### src/rtl/process_scheduler.sv
// Round-robin preemptive process scheduler: tracks ready slots and saved PCs,
// counts retired instructions against a quantum and sequences context switches.
module process_scheduler #(
  parameter int NUM_PROCS   = 4,
  parameter int IDX_W       = 2,
  parameter int PC_W        = 10,
  parameter int QUANTUM_RST = 16
) (
  input  logic                 clk,
  input  logic                 reset,
  input  logic                 enable,
  input  logic                 tick,
  input  logic                 quantum_load,
  input  logic [15:0]          quantum_in,
  input  logic                 proc_create,
  input  logic [IDX_W-1:0]     create_idx,
  input  logic [PC_W-1:0]      create_pc,
  input  logic                 proc_exit,
  input  logic [PC_W-1:0]      cur_pc,
  input  logic                 switch_ack,
  output logic [IDX_W-1:0]     proc_index,
  output logic [PC_W-1:0]      restore_pc,
  output logic                 pc_load,
  output logic                 switch_req,
  output logic [NUM_PROCS-1:0] ready_mask,
  output logic                 idle
);

  typedef enum logic [2:0] {
    S_RUN     = 3'd0,
    S_SAVE    = 3'd1,
    S_SELECT  = 3'd2,
    S_RESTORE = 3'd3,
    S_IDLE    = 3'd4
  } state_e;

  state_e               state_q, state_d;
  logic [NUM_PROCS-1:0] ready_q, ready_d;
  logic [PC_W-1:0]      pc_tab_q [NUM_PROCS];
  logic [PC_W-1:0]      pc_tab_d [NUM_PROCS];
  logic [IDX_W-1:0]     idx_q, idx_d;
  logic [PC_W-1:0]      rpc_q, rpc_d;
  logic [15:0]          quant_q, quant_d;
  logic [15:0]          count_q, count_d;
  logic                 exit_q, exit_d;
  logic                 pc_load_q, switch_req_q, idle_q;
  logic [IDX_W-1:0]     sel_s;
  logic                 found_s;
  logic                 create_ok_s;

  // Round-robin search starting after the running slot; the running slot itself is tried last.
  always_comb begin
    sel_s   = idx_q;
    found_s = 1'b0;
    for (int i = 1; i <= NUM_PROCS; i++) begin
      if (!found_s && ready_q[idx_q + IDX_W'(i)]) begin
        sel_s   = idx_q + IDX_W'(i);
        found_s = 1'b1;
      end else begin
        sel_s   = sel_s;
      end
    end
  end

  // Next-state logic: create is applied first so a same-cycle save or exit overrides it.
  always_comb begin
    state_d  = state_q;
    ready_d  = ready_q;
    pc_tab_d = pc_tab_q;
    idx_d    = idx_q;
    rpc_d    = rpc_q;
    quant_d  = quant_q;
    count_d  = count_q;
    exit_d   = exit_q;

    create_ok_s = proc_create && !(state_q == S_RUN && create_idx == idx_q);
    if (create_ok_s) begin
      ready_d[create_idx]  = 1'b1;
      pc_tab_d[create_idx] = create_pc;
    end else begin
      ready_d = ready_d;
    end

    if (quantum_load) begin
      quant_d = (quantum_in == 16'd0) ? 16'd1 : quantum_in;
    end else begin
      quant_d = quant_q;
    end

    case (state_q)
      S_RUN: begin
        if (enable && tick) begin
          count_d = count_q - 16'd1;
        end else begin
          count_d = count_q;
        end
        if (proc_exit) begin
          state_d = S_SAVE;
          exit_d  = 1'b1;
        end else if (enable && tick && count_q == 16'd1) begin
          state_d = S_SAVE;
          exit_d  = 1'b0;
        end else begin
          state_d = S_RUN;
        end
      end
      S_SAVE: begin
        if (switch_ack) begin
          if (exit_q) begin
            ready_d[idx_q] = 1'b0;
          end else begin
            pc_tab_d[idx_q] = cur_pc;
          end
          state_d = S_SELECT;
        end else begin
          state_d = S_SAVE;
        end
      end
      S_SELECT: begin
        if (found_s) begin
          state_d = S_RESTORE;
          idx_d   = sel_s;
          rpc_d   = pc_tab_d[sel_s];
        end else begin
          state_d = S_IDLE;
        end
      end
      S_RESTORE: begin
        count_d = quant_q;
        state_d = S_RUN;
      end
      S_IDLE: begin
        if ((|ready_q) || proc_create) begin
          state_d = S_SELECT;
        end else begin
          state_d = S_IDLE;
        end
      end
      default: begin
        state_d = S_RUN;
      end
    endcase
  end

  // State and output registers with synchronous reset.
  always_ff @(posedge clk) begin
    if (reset) begin
      state_q      <= S_RUN;
      ready_q      <= {{(NUM_PROCS-1){1'b0}}, 1'b1};
      for (int i = 0; i < NUM_PROCS; i++) begin
        pc_tab_q[i] <= '0;
      end
      idx_q        <= '0;
      rpc_q        <= '0;
      quant_q      <= 16'(QUANTUM_RST);
      count_q      <= 16'(QUANTUM_RST);
      exit_q       <= 1'b0;
      pc_load_q    <= 1'b0;
      switch_req_q <= 1'b0;
      idle_q       <= 1'b0;
    end else begin
      state_q      <= state_d;
      ready_q      <= ready_d;
      pc_tab_q     <= pc_tab_d;
      idx_q        <= idx_d;
      rpc_q        <= rpc_d;
      quant_q      <= quant_d;
      count_q      <= count_d;
      exit_q       <= exit_d;
      pc_load_q    <= (state_d == S_RESTORE);
      switch_req_q <= (state_d == S_SAVE);
      idle_q       <= (state_d == S_IDLE);
    end
  end

  assign proc_index = idx_q;
  assign restore_pc = rpc_q;
  assign pc_load    = pc_load_q;
  assign switch_req = switch_req_q;
  assign ready_mask = ready_q;
  assign idle       = idle_q;

endmodule

### config.mk
export PLATFORM = sky130hd
export DESIGN_NAME = process_scheduler
export DESIGN_NICKNAME = d
export VERILOG_FILES = /design/src/rtl/process_scheduler.sv
export SDC_FILE = /design/constraint.sdc
export NUM_CORES = 1
export LEC_CHECK = 0
export BUFFER_PORTS_ARGS = -buffer_cell sky130_fd_sc_hd__buf_4
export CORE_MARGIN = 4
export CORE_UTILIZATION = 45
export DETAILED_ROUTE_END_ITERATION = 8
export PLACE_DENSITY_LB_ADDON = 0.2
export SLEW_MARGIN = 5
export SYNTH_ARGS = -nofsm -noshare
export SYNTH_HDL_FRONTEND = slang
export SYNTH_SLANG_ARGS = --single-unit
### constraint.sdc
create_clock -name clk -period 9.14 [get_ports clk]
set_input_delay 1.371 -clock clk [delete_from_list [all_inputs] [get_ports clk]]
set_output_delay 1.371 -clock clk [all_outputs]
set_load 0.01 [all_outputs]
## After elaboration in Yosys (flattened, before gate mapping)

Index checks and enable logic that the tools add are counted.

| operators by class | value |
|---|---|
| eq/ne operators | 10 |
| reduce and logical (&&, ||, !) cells | 24 |
| multiplexer cells | 48 |
| $add $sub $neg | 4 |
| magnitude comparators | 12 |
| bitwise gates (word level) | 6 |

Operator list:

| operator | number |
|---|---|
| 2-to-1 mux 40 bit | 4 |
| bitwise mux 40 bit | 2 |
| demux 10 bit (select 2 bit) | 2 |
| 2-to-1 mux 10 bit | 4 |
| 2-to-1 mux 16 bit | 2 |
| case mux 16 bit (2 select lines) | 1 |
| binary-select mux 10 bit (select 2 bit) | 1 |
| == test 16 x 1 -> 1 bit, second input constant | 1 |
| zero test 16 bit | 1 |
| 2-to-1 mux 4 bit | 4 |
| subtractor 16 x 1 -> 16 bit, second input constant | 1 |
| less-than comparator 2 x 3 -> 1 bit, second input constant | 5 |
| 2-to-1 mux 1 bit | 14 |
| case mux 3 bit (4 select lines) | 1 |
| logical AND 1 bit | 11 |
| 2-to-1 mux 2 bit | 5 |
| == test 3 x 2 -> 1 bit, second input constant | 3 |
| >= comparator 3 bit, second input constant | 3 |
| NOT 2 -> 3 bit | 3 |
| binary-select mux 1 bit (select 2 bit) | 4 |
| == test 3 x 1 -> 1 bit, second input constant | 2 |
| == test 3 bit, second input constant | 2 |
| less-than comparator 3 x 1 -> 1 bit, second input constant | 2 |
| 2-to-1 mux 3 bit | 2 |
| 15 further kinds | 24 |

| storage, ports and cells | value |
|---|---|
| flip-flop bits (word level) | 95 |
| output and inout bits | 19 |

## Longest topological paths before layout

Gate-level depths: netlist of run 1.

| depth | value |
|---|---|
| word-level depth | 17 |
| depth in mapped cells | 14 |
| depth with buffers taken out | 9 |

## Worst setup path before layout of run 1

Ideal clock, no wire load.

| path | value |
|---|---|
| path kind | flip-flop to flip-flop |
| start point | register idx_q[0] (netlist: proc_index[0]) |
| end point | register rpc_q[7] (netlist: restore_pc[7]) |
| library setup time | 0.074 ns |
| data arrival time | 3.249 ns |
| required time | 9.066 ns |
| stages on the path, launching flop included | 13 |
| setup slack | 5.817 ns |
| buffers on the path | 3 |
| cell sequence | dfxtp_1 > buf_6 > clkbuf_1 > inv_1 > ha_1 > buf_6 > mux4_2 > o41ai_4 > nor2_2 > nor4b_1 > a221o_1 > a21bo_1 > a31oi_1 |

| on the way | value |
|---|---|
| word-level cells in the longest chain between the ends | 17 |

Ends and longest elaborated chain:

| item | line | text |
|---|---|---|
| start, declared | 41 | `logic [IDX_W-1:0] idx_q, idx_d;` |
| start signal, assigned | 165 | `idx_q <= idx_d;` |
| adder 2 x 1 -> 2 bit | 56, 57 |  |
| binary-select mux 1 bit (select 2 bit) | 56 | `if (!found_s && ready_q[idx_q + IDX_W'(i)]) begin` |
| 2-to-1 mux 1 bit (implied by the code) | 56 |  |
| 2-to-1 mux 1 bit | 56 |  |
| zero test 1 bit | 56 |  |
| logical AND 1 bit | 56 |  |
| 2-to-1 mux 1 bit | 56 |  |
| zero test 1 bit | 56 |  |
| logical AND 1 bit | 56 |  |
| 2-to-1 mux 1 bit | 56 |  |
| zero test 1 bit | 56 |  |
| logical AND 1 bit | 56 |  |
| 2-to-1 mux 2 bit | 56 |  |
| NOT 2 -> 3 bit (implied by the code) | 123 | `rpc_d = pc_tab_d[sel_s];` |
| binary-select mux 10 bit (select 2 bit) | 123 |  |
| 2-to-1 mux 10 bit (implied by the code) (2 in series) | 123 |  |
| end signal, assigned | 166 | `rpc_q <= rpc_d;` |
| end, declared | 42 | `logic [PC_W-1:0] rpc_q, rpc_d;` |

Several ways; a longest one is shown, not always the timed one. The select of a mux whose other input is x is not followed.
A chain may end at the register's enable or synchronous reset.

## Worst setup path in the final report of run 1

| path | value |
|---|---|
| start point | register idx_q[0] (netlist: proc_index[0]) |
| end point | register rpc_q[0] (netlist: restore_pc[0]) |

Same word-level chain as after synthesis.

==> results.md, run 1 <==
- Syn avg cell area: 8.444 µm²
- Number of maximum-capacitance constraint violations: 0
- Post-synth EDFFs: 0
- RSZ-0062 raised after global routing: false
- Antenna violations before repair: 0
- Avg Vias per Cell: 6.074
- Routed length per instance: 18.20 µm
- Global-route wire length before repair: 23.67 mm
- Gp weighted congestion: 0.8142
- Critical path data required time: 9.37 ns
- Cell at the root of the clock tree: sky130_fd_sc_hd__clkbuf_16
- Nets@finish: 692
- Element type at the critical path end: flip-flop
- Std cell rows: 38
- Starting density of the core: 46.43%
- Chip height: 114.5 µm
- TritonCTS clock tree: yes
- Total half-perimeter wirelength after legalization and detailed placement: 9.519 mm
- Leakage power of the design: 2.251 nW
- Final setup fails: 0
- Arrival time at the worst endpoint: 4.58 ns
- Cts hold-fix bufs: 0
- Max Freq: 0.2304 GHz
- Violation count after the first detailed-routing iteration: 403
- Number of pins exceeding their max-slew limit in the final report: 0
- Cells along the critical path: inv_1, ha_1, mux4_2, nor2_1, a21boi_1, buf_4, or2_1, a31oi_2, o2111ai_1, nand2_1
- Ports: 65
- Area used by multi-input combinational logic: 0.003000 mm²
- Clk Latency, worst-skew pair: 0.35 ns
- Cell type contributing the most total cell area after synthesis: sky130_fd_sc_hd__dfxtp_1
- Clock-pin transition on the worst setup and hold timing paths: 0.07 ns
- Routed Wire Length: 14.29 mm
- Crit-path max cell delay: 0.87 ns
- CP Launch Type: flip-flop
- Total of buffers placed on input and output ports: 64
- Worst hold slack across all endpoints: 0.4750 ns
- Post-route clock skew: 0.009360 ns
- Layout filler cell count: 1003
- Worst min-delay path category: flip-flop to flip-flop
- Worst-path fanout max: 20
- Synthesized cell area: 0.005100 mm²
- Total routing usage reported by global routing: 22.68%
- VDD IR max: 0.1067 mV
- TritonRoute pass-1 iters: 5
- Vias: 4768
- Setup TNS: 0 ns
- Number of buffers inserted to repair setup after CTS: 0
- Number of buffers between clock root and the deepest sink: 2
- Outcome: completed
- Antenna violation net count after detailed routing: 0
- Seq/Total Area, Yosys: 37.29%
- Post-route cell area: 0.005992 mm²
- Number of global-route vias before repair: 4546
- Area of the core: 0.01098 mm²
- Clock buffers created by TritonCTS: 9
- Hold violation count in the final report: 0
- # DRC: 0
- Total global routing overflow: 0
- Power density normalized to cell area: 184.8 mW/mm²
- Number of warnings issued by yosys: 0
- Resize count post-CTS: 0
- Slew HR: 32.15%
- Post-synthesis sequential element count: 95
- Slowest-stage cell, CP: sky130_fd_sc_hd__dfxtp_1
- Layout cells sized above 1: 15.66%
- Die span in x: 114.5 µm
- P&R area growth vs syn: 17.49%
- Share of async-settable or async-resettable flops after synthesis: 0%
- Post-synthesis cell type count: 58
- Final period util: 47.50%
- Worst slew pin tran: 1.018 ns
- Nets in the synthesized netlist: 656
- WS Path Type: flip-flop to flip-flop
- Share of the synthesized area in the top cell type: 37.29%
- Min Tclk post-route: 4.341 ns
- Area after detailed placement: 0.005644 mm²
- Area used by sequential logic in the layout: 0.001902 mm²
- Top post-synthesis cells by area: sky130_fd_sc_hd__dfxtp_1 37%, sky130_fd_sc_hd__mux2i_1 12%, sky130_fd_sc_hd__nor2_1 8.4%
- Clock net sink count: 95
- Overall die area: 0.01310 mm²
- Pin count of the biggest net entering global routing: 95
- Count of mapped cells out of synthesis: 604
- Diodes inserted: 0
- Commonest register cell after synthesis: sky130_fd_sc_hd__dfxtp_1
- Number of levels in the clock H-tree: 3
==> critical path, delay by kind of cell (launching register included) <==
family / cells / cell delay (ns)
AO/OA/AOI/OAI: 3 / 0.82
adder cells (fa/ha/maj): 1 / 0.52
buffers and inverters: 2 / 0.50
flip-flops: 1 / 0.87
multiplexers: 1 / 0.64
AND/OR/NAND/NOR: 3 / 0.85
==> routing by layer <==
metal,GRT usage [%],part of all wire (%),vias up
li1,-,-,2317
met1,31.88,45,2235
met2,34.15,45,184
met3,3.805,6.6,32
met4,9.976,2.7,0
met5,0,0,-
==> logic make-up after synthesis <==
| logic type | count (synthesis) | synth area share [%] |
|---|---|---|
| muxes | 66 | 13.94 |
| and+or+nand+nor | 230 | 21.00 |
| xor gates and xnor gates | 1 | 0.1718 |
| adders and majority gates | 6 | 1.472 |
| buffers and inverters | 55 | 4.612 |
| DFF | 95 | 37.29 |
| AOI/OAI and AO/OA | 151 | 21.52 |
==> layout by cell type, fill, tap and decap left out, types with 3 or more instances in the layout <==
cell type,n
sky130_fd_sc_hd__nand2b_1,7
sky130_fd_sc_hd__inv_1,9
sky130_fd_sc_hd__a21oi_1,35
sky130_fd_sc_hd__dfxtp_1,95
sky130_fd_sc_hd__or3_1,5
sky130_fd_sc_hd__nor3_1,20
sky130_fd_sc_hd__nor4_1,18
sky130_fd_sc_hd__nor2b_1,5
sky130_fd_sc_hd__o211ai_1,12
sky130_fd_sc_hd__mux2i_1,62
sky130_fd_sc_hd__o2111ai_1,9
sky130_fd_sc_hd__nor2_1,114
sky130_fd_sc_hd__ha_1,6
sky130_fd_sc_hd__a22oi_1,4
sky130_fd_sc_hd__buf_4,71
sky130_fd_sc_hd__nand2_1,30
sky130_fd_sc_hd__a211oi_1,51
sky130_fd_sc_hd__bufinv_16,3
sky130_fd_sc_hd__o311ai_0,4
sky130_fd_sc_hd__mux4_2,4
sky130_fd_sc_hd__clkbuf_16,9
sky130_fd_sc_hd__o21ai_0,7
sky130_fd_sc_hd__nor4b_1,8
sky130_fd_sc_hd__nand3_1,9
==> cells in the mapped netlist, drive strengths merged, types with 2 or more instances <==
| master | instances |
|---|---|
| a211oi | 52 |
| a21oi | 36 |
| a221oi | 3 |
| a22oi | 4 |
| a31oi | 4 |
| a32oi | 2 |
| and2 | 3 |
| buf | 12 |
| clkbuf | 34 |
| dfxtp | 95 |
| ha | 6 |
| inv | 9 |
| mux2i | 62 |
| mux4 | 4 |
| nand2 | 30 |
| nand2b | 7 |
| nand3 | 9 |
| nor2 | 115 |
| nor2b | 5 |
| nor3 | 21 |
| nor3b | 2 |
| nor4 | 18 |
| nor4b | 8 |
| o2111ai | 9 |
| o211ai | 12 |
| o21ai | 8 |
| o21bai | 2 |
| o311ai | 6 |
| or2 | 3 |
| or3 | 5 |
| or4 | 2 |
==> through the flow <==
step	cells	setup slack, ns	power (mW)	utilization [%]
after floorplan	604	5.817	0.6047	-
after detailed placement	769	4.859	0.6743	51.39
final	785	4.799	1.107	54.56
after global placement	769	5.019	0.6689	51.39
after CTS	785	4.830	1.112	54.56
after global routing	785	4.373	1.157	54.56
==> state kept, by name (all words and copies together), names as in the netlist <==
register and flops:
pc_tab_q 40, count_q 16, quant_q 16, restore_pc 10
ready_mask 4, state_q 3, proc_index 2, exit_q 1
idle 1, pc_load 1, switch_req 1
==> power by group <==
group | switching, mW | internal [mW]
combinational | 0.120 | 0.0855
clock | 0.164 | 0.275
sequential | 0.0234 | 0.440
==> final cells by class <==
| cell class | count | area share, % |
|---|---|---|
| Tap cell | 140 | 2.923 |
| Clock buffer | 11 | 4.051 |
| Inverter | 9 | 0.5638 |
| Clock inverter | 5 | 1.754 |
| Sequential cell | 95 | 31.74 |
| Multi-Input combinational cell | 454 | 50.07 |
| Timing Repair Buffer | 71 | 8.895 |
==> path summary, 6_finish.rpt <==
check                             start                    endpoint  slack (ns)  cells after the start
max          proc_index[0]$_SDFFE_PP0P_  restore_pc[0]$_SDFFE_PP0P_        4.80                     10
min            count_q[12]$_SDFFE_PP0P_    count_q[12]$_SDFFE_PP0P_        0.47                      2
max reg2reg  proc_index[0]$_SDFFE_PP0P_  restore_pc[0]$_SDFFE_PP0P_        4.80                     10
min reg2reg    count_q[12]$_SDFFE_PP0P_    count_q[12]$_SDFFE_PP0P_        0.47                      2
Note: power is estimated with default switching activity, not from simulation.
==> inputs of run 2 (changes only) <==
==> constraint.sdc (replaced) <==
create_clock -name clk -period 3.8 [get_ports clk]
set_input_delay 0.57 -clock clk [delete_from_list [all_inputs] [get_ports clk]]
set_output_delay 0.57 -clock clk [all_outputs]
set_load 0.01 [all_outputs]
==> results.md, run 2 (synthesis results as in run 1) <==
- Number of levels in the clock H-tree: 3
- Slew HR: 44.67%
- Vias: 4782
- Worst min-delay path category: input port to flip-flop
- Min Tclk post-route: 3.370 ns
- Total global routing overflow: 0
- Number of buffers inserted to repair setup after CTS: 0
- Leakage power of the design: 2.277 nW
- Number of maximum-capacitance constraint violations: 0
- Layout cells sized above 1: 16.31%
- Number of global-route vias before repair: 4424
- Launch point of the critical path: proc_index[0]$_SDFFE_PP0P_
- Most common cell after layout, fill and taps aside: sky130_fd_sc_hd__nor2_1
- Antenna violation net count after detailed routing: 0
- P&R area growth vs syn: 18.23%
- # DRC: 0
- Cell at the root of the clock tree: sky130_fd_sc_hd__clkbuf_16
- Largest registers in the final layout: pc_tab_q (40), count_q (16), quant_q (16)
- Flip-flop count of the largest register after layout: 40
- Number of buffers between clock root and the deepest sink: 2
- Worst slew pin tran: 0.8279 ns
- Chip height: 114.5 µm
- Largest register by flop count: pc_tab_q
- Total routing usage reported by global routing: 21.51%
- Number of pins exceeding their max-slew limit in the final report: 0
- Clock buffers created by TritonCTS: 9
- Avg Vias per Cell: 6.053
- Ports: 65
- Die span in x: 114.5 µm
- Resize count post-CTS: 0
- Clk Latency, worst-skew pair: 0.35 ns
- Starting density of the core: 46.43%
- Antenna violations before repair: 0
- Power density normalized to cell area: 442.8 mW/mm²
- Total half-perimeter wirelength after legalization and detailed placement: 9.597 mm
- Worst-path fanout max: 19
- Arrival time at the worst endpoint: 3.60 ns
- Crit-path max cell delay: 0.64 ns
- Final period util: 88.68%
- Violation count after the first detailed-routing iteration: 405
- VDD IR max: 0.2223 mV
- Cts hold-fix bufs: 0
- Setup TNS: 0 ns
- Critical path data required time: 4.03 ns
- Area of the core: 0.01098 mm²
- Clock net sink count: 95
- Std cell rows: 38
- Gp weighted congestion: 0.8567
- Outcome: completed
- Element type at the critical path end: flip-flop
- WS Path Type: flip-flop to flip-flop
- Max Freq: 0.2967 GHz
- Slowest-stage cell, CP: sky130_fd_sc_hd__mux4_2
- Reg-to-Reg Start: proc_index[0]$_SDFFE_PP0P_
- RSZ-0062 raised after global routing: false
- Total of buffers placed on input and output ports: 64
- CP Launch Type: flip-flop
- Overall die area: 0.01310 mm²
- Diodes inserted: 0
- Share of the core filled with cells in the final layout: 54.90%
- Hold path startpoint: quantum_in[4]
- Pin count of the biggest net entering global routing: 65
- Post-route clock skew: 0.006500 ns
- Cells along the critical path: inv_1, ha_1, mux4_2, nor2_1, a21boi_1, or2_1, a31oi_2, o2111ai_1, nand2_1
- Highest-count cells in the layout ignoring fill and taps: 114 x sky130_fd_sc_hd__nor2_1, 95 x sky130_fd_sc_hd__dfxtp_1, 76 x sky130_fd_sc_hd__buf_4, 62 x sky130_fd_sc_hd__mux2i_1, 51 x sky130_fd_sc_hd__a211oi_1
- Layout filler cell count: 996
- Hold violation count in the final report: 0
- Final setup fails: 0
- Routed length per instance: 17.98 µm
- Nets@finish: 697
- Routed Wire Length: 14.20 mm
- TritonRoute pass-1 iters: 4
- TritonCTS clock tree: yes
- Clock-pin transition on the worst setup and hold timing paths: 0.06 ns
- Global-route wire length before repair: 22.74 mm
## run 2: cell count changes in the layout (fill, tap and decap cells not counted), sizes merged
cell / before / now
buf: 71 / 76
## run 2: cell type report
| cell class | instances | area (µm²) | share of cell area [%] |
|---|---|---|---|
| Inverter | 9 | 33.78 | 0.5603 |
| Clock buffer | 11 | 242.7 | 4.026 |
| Clock inverter | 5 | 105.1 | 1.743 |
| Tap cell | 140 | 175.2 | 2.905 |
| Multi-Input combinational cell | 454 | 3000 | 49.76 |
| Timing Repair Buffer | 76 | 570.5 | 9.463 |
| Sequential cell | 95 | 1902 | 31.54 |
## run 2: power by group
group          internal (mW)  switching [mW]  leakage [nW]
clock                  0.661           0.391         0.162
sequential              1.06          0.0520         0.775
combinational          0.210           0.297          1.34
## run 2: metrics by stage
stage	instance area, µm²	hold WS [ns]	power, mW	setup slack, ns	instances
3_5_place_dp	5682	0.4580	1.628	0.4778	774
4_1_cts	6030	0.4410	2.673	0.4707	790
3_3_place_gp	5682	0.4513	1.616	0.6309	774
6_report	6030	0.4463	2.670	0.4300	790
2_1_floorplan	5100	0.4313	1.455	0.4766	604
5_1_grt	6030	0.4461	2.775	0.1448	790
## run 2: final timing paths
path	cells past startpoint	slack, ns	endpoint
min reg2reg	2	0.47	count_q[12]$_SDFFE_PP0P_
min	2	0.45	quant_q[4]$_SDFFE_PP1P_
max	9	0.43	restore_pc[2]$_SDFFE_PP0P_
max reg2reg	9	0.43	restore_pc[2]$_SDFFE_PP0P_
## run 2: worst max-delay path, delay by kind of cell (launching register included)
family                   cells  cell delay (ns)
adder cells (fa/ha/maj)      1             0.45
AO/OA/AOI/OAI                3             0.85
buffers and inverters        1             0.09
flip-flops                   1             0.33
multiplexers                 1             0.64
AND/OR/NAND/NOR              3             0.87
## run 2: routing by layer
| layer | vias to the layer above | share of wire, % | global-route usage (%) | wire, µm |
|---|---|---|---|---|
| li1 | 2331 | - | - | - |
| met1 | 2296 | 47 | 30.71 | 6604 |
| met2 | 139 | 46 | 33.60 | 6488 |
| met3 | 16 | 6.1 | 2.748 | 869 |
| met4 | 0 | 1.7 | 7.126 | 238 |
| met5 | - | 0 | 0 | 0 |
==> inputs of run 3 (changes only) <==
==> constraint.sdc (replaced) <==
create_clock -name clk -period 3.8 [get_ports clk]
set_input_delay 0.76 -clock clk [delete_from_list [all_inputs] [get_ports clk]]
set_output_delay 0.76 -clock clk [all_outputs]
set_load 0.01 [all_outputs]
==> results.md, run 3 (synthesis results as in run 1) <==
- Flip-flop count of the largest register after layout: 40
- TritonRoute pass-1 iters: 5
- Number of maximum-capacitance constraint violations: 0
- Number of pins exceeding their max-slew limit in the final report: 0
- Highest-count cells in the layout ignoring fill and taps: 114 x sky130_fd_sc_hd__nor2_1, 95 x sky130_fd_sc_hd__dfxtp_1, 76 x sky130_fd_sc_hd__buf_4, 62 x sky130_fd_sc_hd__mux2i_1, 51 x sky130_fd_sc_hd__a211oi_1
- Number of buffers between clock root and the deepest sink: 2
- Min Tclk post-route: 3.397 ns
- Pin count of the biggest net entering global routing: 95
- Worst slew pin tran: 0.9831 ns
- Largest registers in the final layout: pc_tab_q (40), count_q (16), quant_q (16)
- Die span in x: 114.5 µm
- Number of levels in the clock H-tree: 3
- Hold violation count in the final report: 0
- Total routing usage reported by global routing: 21.78%
- P&R area growth vs syn: 17.52%
- Total of buffers placed on input and output ports: 64
- Hold path startpoint: quant_q[8]$_SDFFE_PP0P_
- Power density normalized to cell area: 431.1 mW/mm²
- # DRC: 0
- Chip height: 114.5 µm
- Arrival time at the worst endpoint: 3.62 ns
- Diodes inserted: 0
- Clk Latency, worst-skew pair: 0.34 ns
- Element type at the critical path end: flip-flop
- Total global routing overflow: 0
- Cts hold-fix bufs: 0
- Clock-pin transition on the worst setup and hold timing paths: 0.07 ns
- Number of global-route vias before repair: 4453
- Crit-path max cell delay: 0.63 ns
- Worst-path fanout max: 19
- Area used by sequential logic in the layout: 0.001902 mm²
- Reg-to-Reg Start: proc_index[0]$_SDFFE_PP0P_
- Largest register by flop count: pc_tab_q
- Reg2reg end: restore_pc[4]$_SDFFE_PP0P_
- Std cell rows: 38
- Avg Vias per Cell: 6.137
- Highest routed layer: met4
- Post-route clock skew: 0.007233 ns
- Setup TNS: 0 ns
- Worst hold slack across all endpoints: 0.4667 ns
- Worst min-delay path category: flip-flop to flip-flop
- Layout filler cell count: 1022
- CP Launch Type: flip-flop
- Global-route wire length before repair: 22.87 mm
- Final critical-path setup slack: 0.4027 ns
- Worst-case setup slack after placement: 0.5021 ns
- Antenna violations before repair: 0
- Clock buffers created by TritonCTS: 9
- Routed Wire Length: 14.26 mm
- VDD IR max: 0.3711 mV
- Layout cells sized above 1: 16.18%
- Violation count after the first detailed-routing iteration: 315
- Cells along the critical path: inv_1, ha_1, mux4_2, nor2_1, a21boi_1, or2_1, a31oi_2, o2111ai_1, nand2_1
- Nets@finish: 697
- Area used by multi-input combinational logic: 0.003000 mm²
- Overall power consumption: 2.584 mW
- TritonCTS clock tree: yes
- Worst Hold End: count_q[8]$_SDFFE_PP0P_
- Final period util: 89.40%
- Cell at the root of the clock tree: sky130_fd_sc_hd__clkbuf_16
- Number of buffers inserted to repair setup after CTS: 0
- Routed length per instance: 18.07 µm
- Gp weighted congestion: 0.8638
- Vias: 4842
- Share of the core filled with cells in the final layout: 54.57%
- Worst Hold Depth: 2
- Slew HR: 34.46%
- Overall die area: 0.01310 mm²
- Clock net sink count: 95
- Max Freq: 0.2944 GHz
- Leakage power of the design: 2.267 nW
- Sum of met2 wire segment lengths after detailed routing: 6.415 mm
- Outcome: completed
- Ports: 65
- Total half-perimeter wirelength after legalization and detailed placement: 9.489 mm
- Resize count post-CTS: 0
- Area of the core: 0.01098 mm²
- Antenna violation net count after detailed routing: 0
- Starting density of the core: 46.43%
- Total routed wire length on the met1 layer: 6.446 mm
- Critical path data required time: 4.03 ns
- Most common cell after layout, fill and taps aside: sky130_fd_sc_hd__nor2_1
- Slowest-stage cell, CP: sky130_fd_sc_hd__mux4_2
- Final setup fails: 0
- WS Path Type: flip-flop to flip-flop
- Worst Reg2Reg Path Length in Cells: 9
- Met3 routed WL: 1.015 mm
- R2r setup slk: 0.40 ns
- RSZ-0062 raised after global routing: false
[run 3: changes by cell type in the layout (fill, tap and decap cells not counted), sizes merged]
| cell | before | now |
|---|---|---|
| clkinvlp | 2 | 0 |
| clkbuf | 11 | 10 |
| inv | 9 | 10 |
| clkinv | 0 | 2 |
| bufinv | 3 | 2 |
[run 3: worst max-delay path by stage]
stage | slack, ns | from | to
after global placement | 0.62 | proc_index[0]$_SDFFE_PP0P_ | restore_pc[0]$_SDFFE_PP0P_
after detailed placement | 0.50 | proc_index[0]$_SDFFE_PP0P_ | restore_pc[3]$_SDFFE_PP0P_
after CTS | 0.48 | proc_index[0]$_SDFFE_PP0P_ | restore_pc[4]$_SDFFE_PP0P_
after global routing | 0.17 | proc_index[0]$_SDFFE_PP0P_ | restore_pc[4]$_SDFFE_PP0P_
after floorplan | 0.48 | proc_index[0]$_SDFFE_PP0P_ | restore_pc[7]$_SDFFE_PP0P_
final | 0.40 | proc_index[0]$_SDFFE_PP0P_ | restore_pc[4]$_SDFFE_PP0P_
[run 3: power breakdown]
part,internal [mW],switching [mW]
clock,0.576,0.389
combinational,0.210,0.297
sequential,1.06,0.0527
[run 3: layer usage]
metal  global-route usage, %  vias up
met5                       0        -
met4                   9.264        0
met3                   4.228       32
met2                   33.06      193
met1                   30.13     2288
li1                        -     2329
[run 3: critical path, delay by kind of cell (launching register included)]
family,cells,cell delay (ns)
flops,1,0.33
buf+inv,1,0.09
compound gates,3,0.86
simple gates,3,0.91
mux,1,0.63
fa+ha+maj,1,0.44
[run 3: cell type report]
class / instances / area share (%)
clock buffer: 10 / 3.820
tap: 140 / 2.923
sequential: 95 / 31.73
multi-input combinational: 454 / 50.06
inverter: 9 / 0.5637
clock inverter: 5 / 1.378
timing repair buffer: 76 / 9.520
[run 3: per-stage QoR]
stage | instances | instance area, µm²
3_5_place_dp | 774 | 5682
4_1_cts | 789 | 5993
3_3_place_gp | 774 | 5682
5_1_grt | 789 | 5993
6_report | 789 | 5993
2_1_floorplan | 604 | 5100
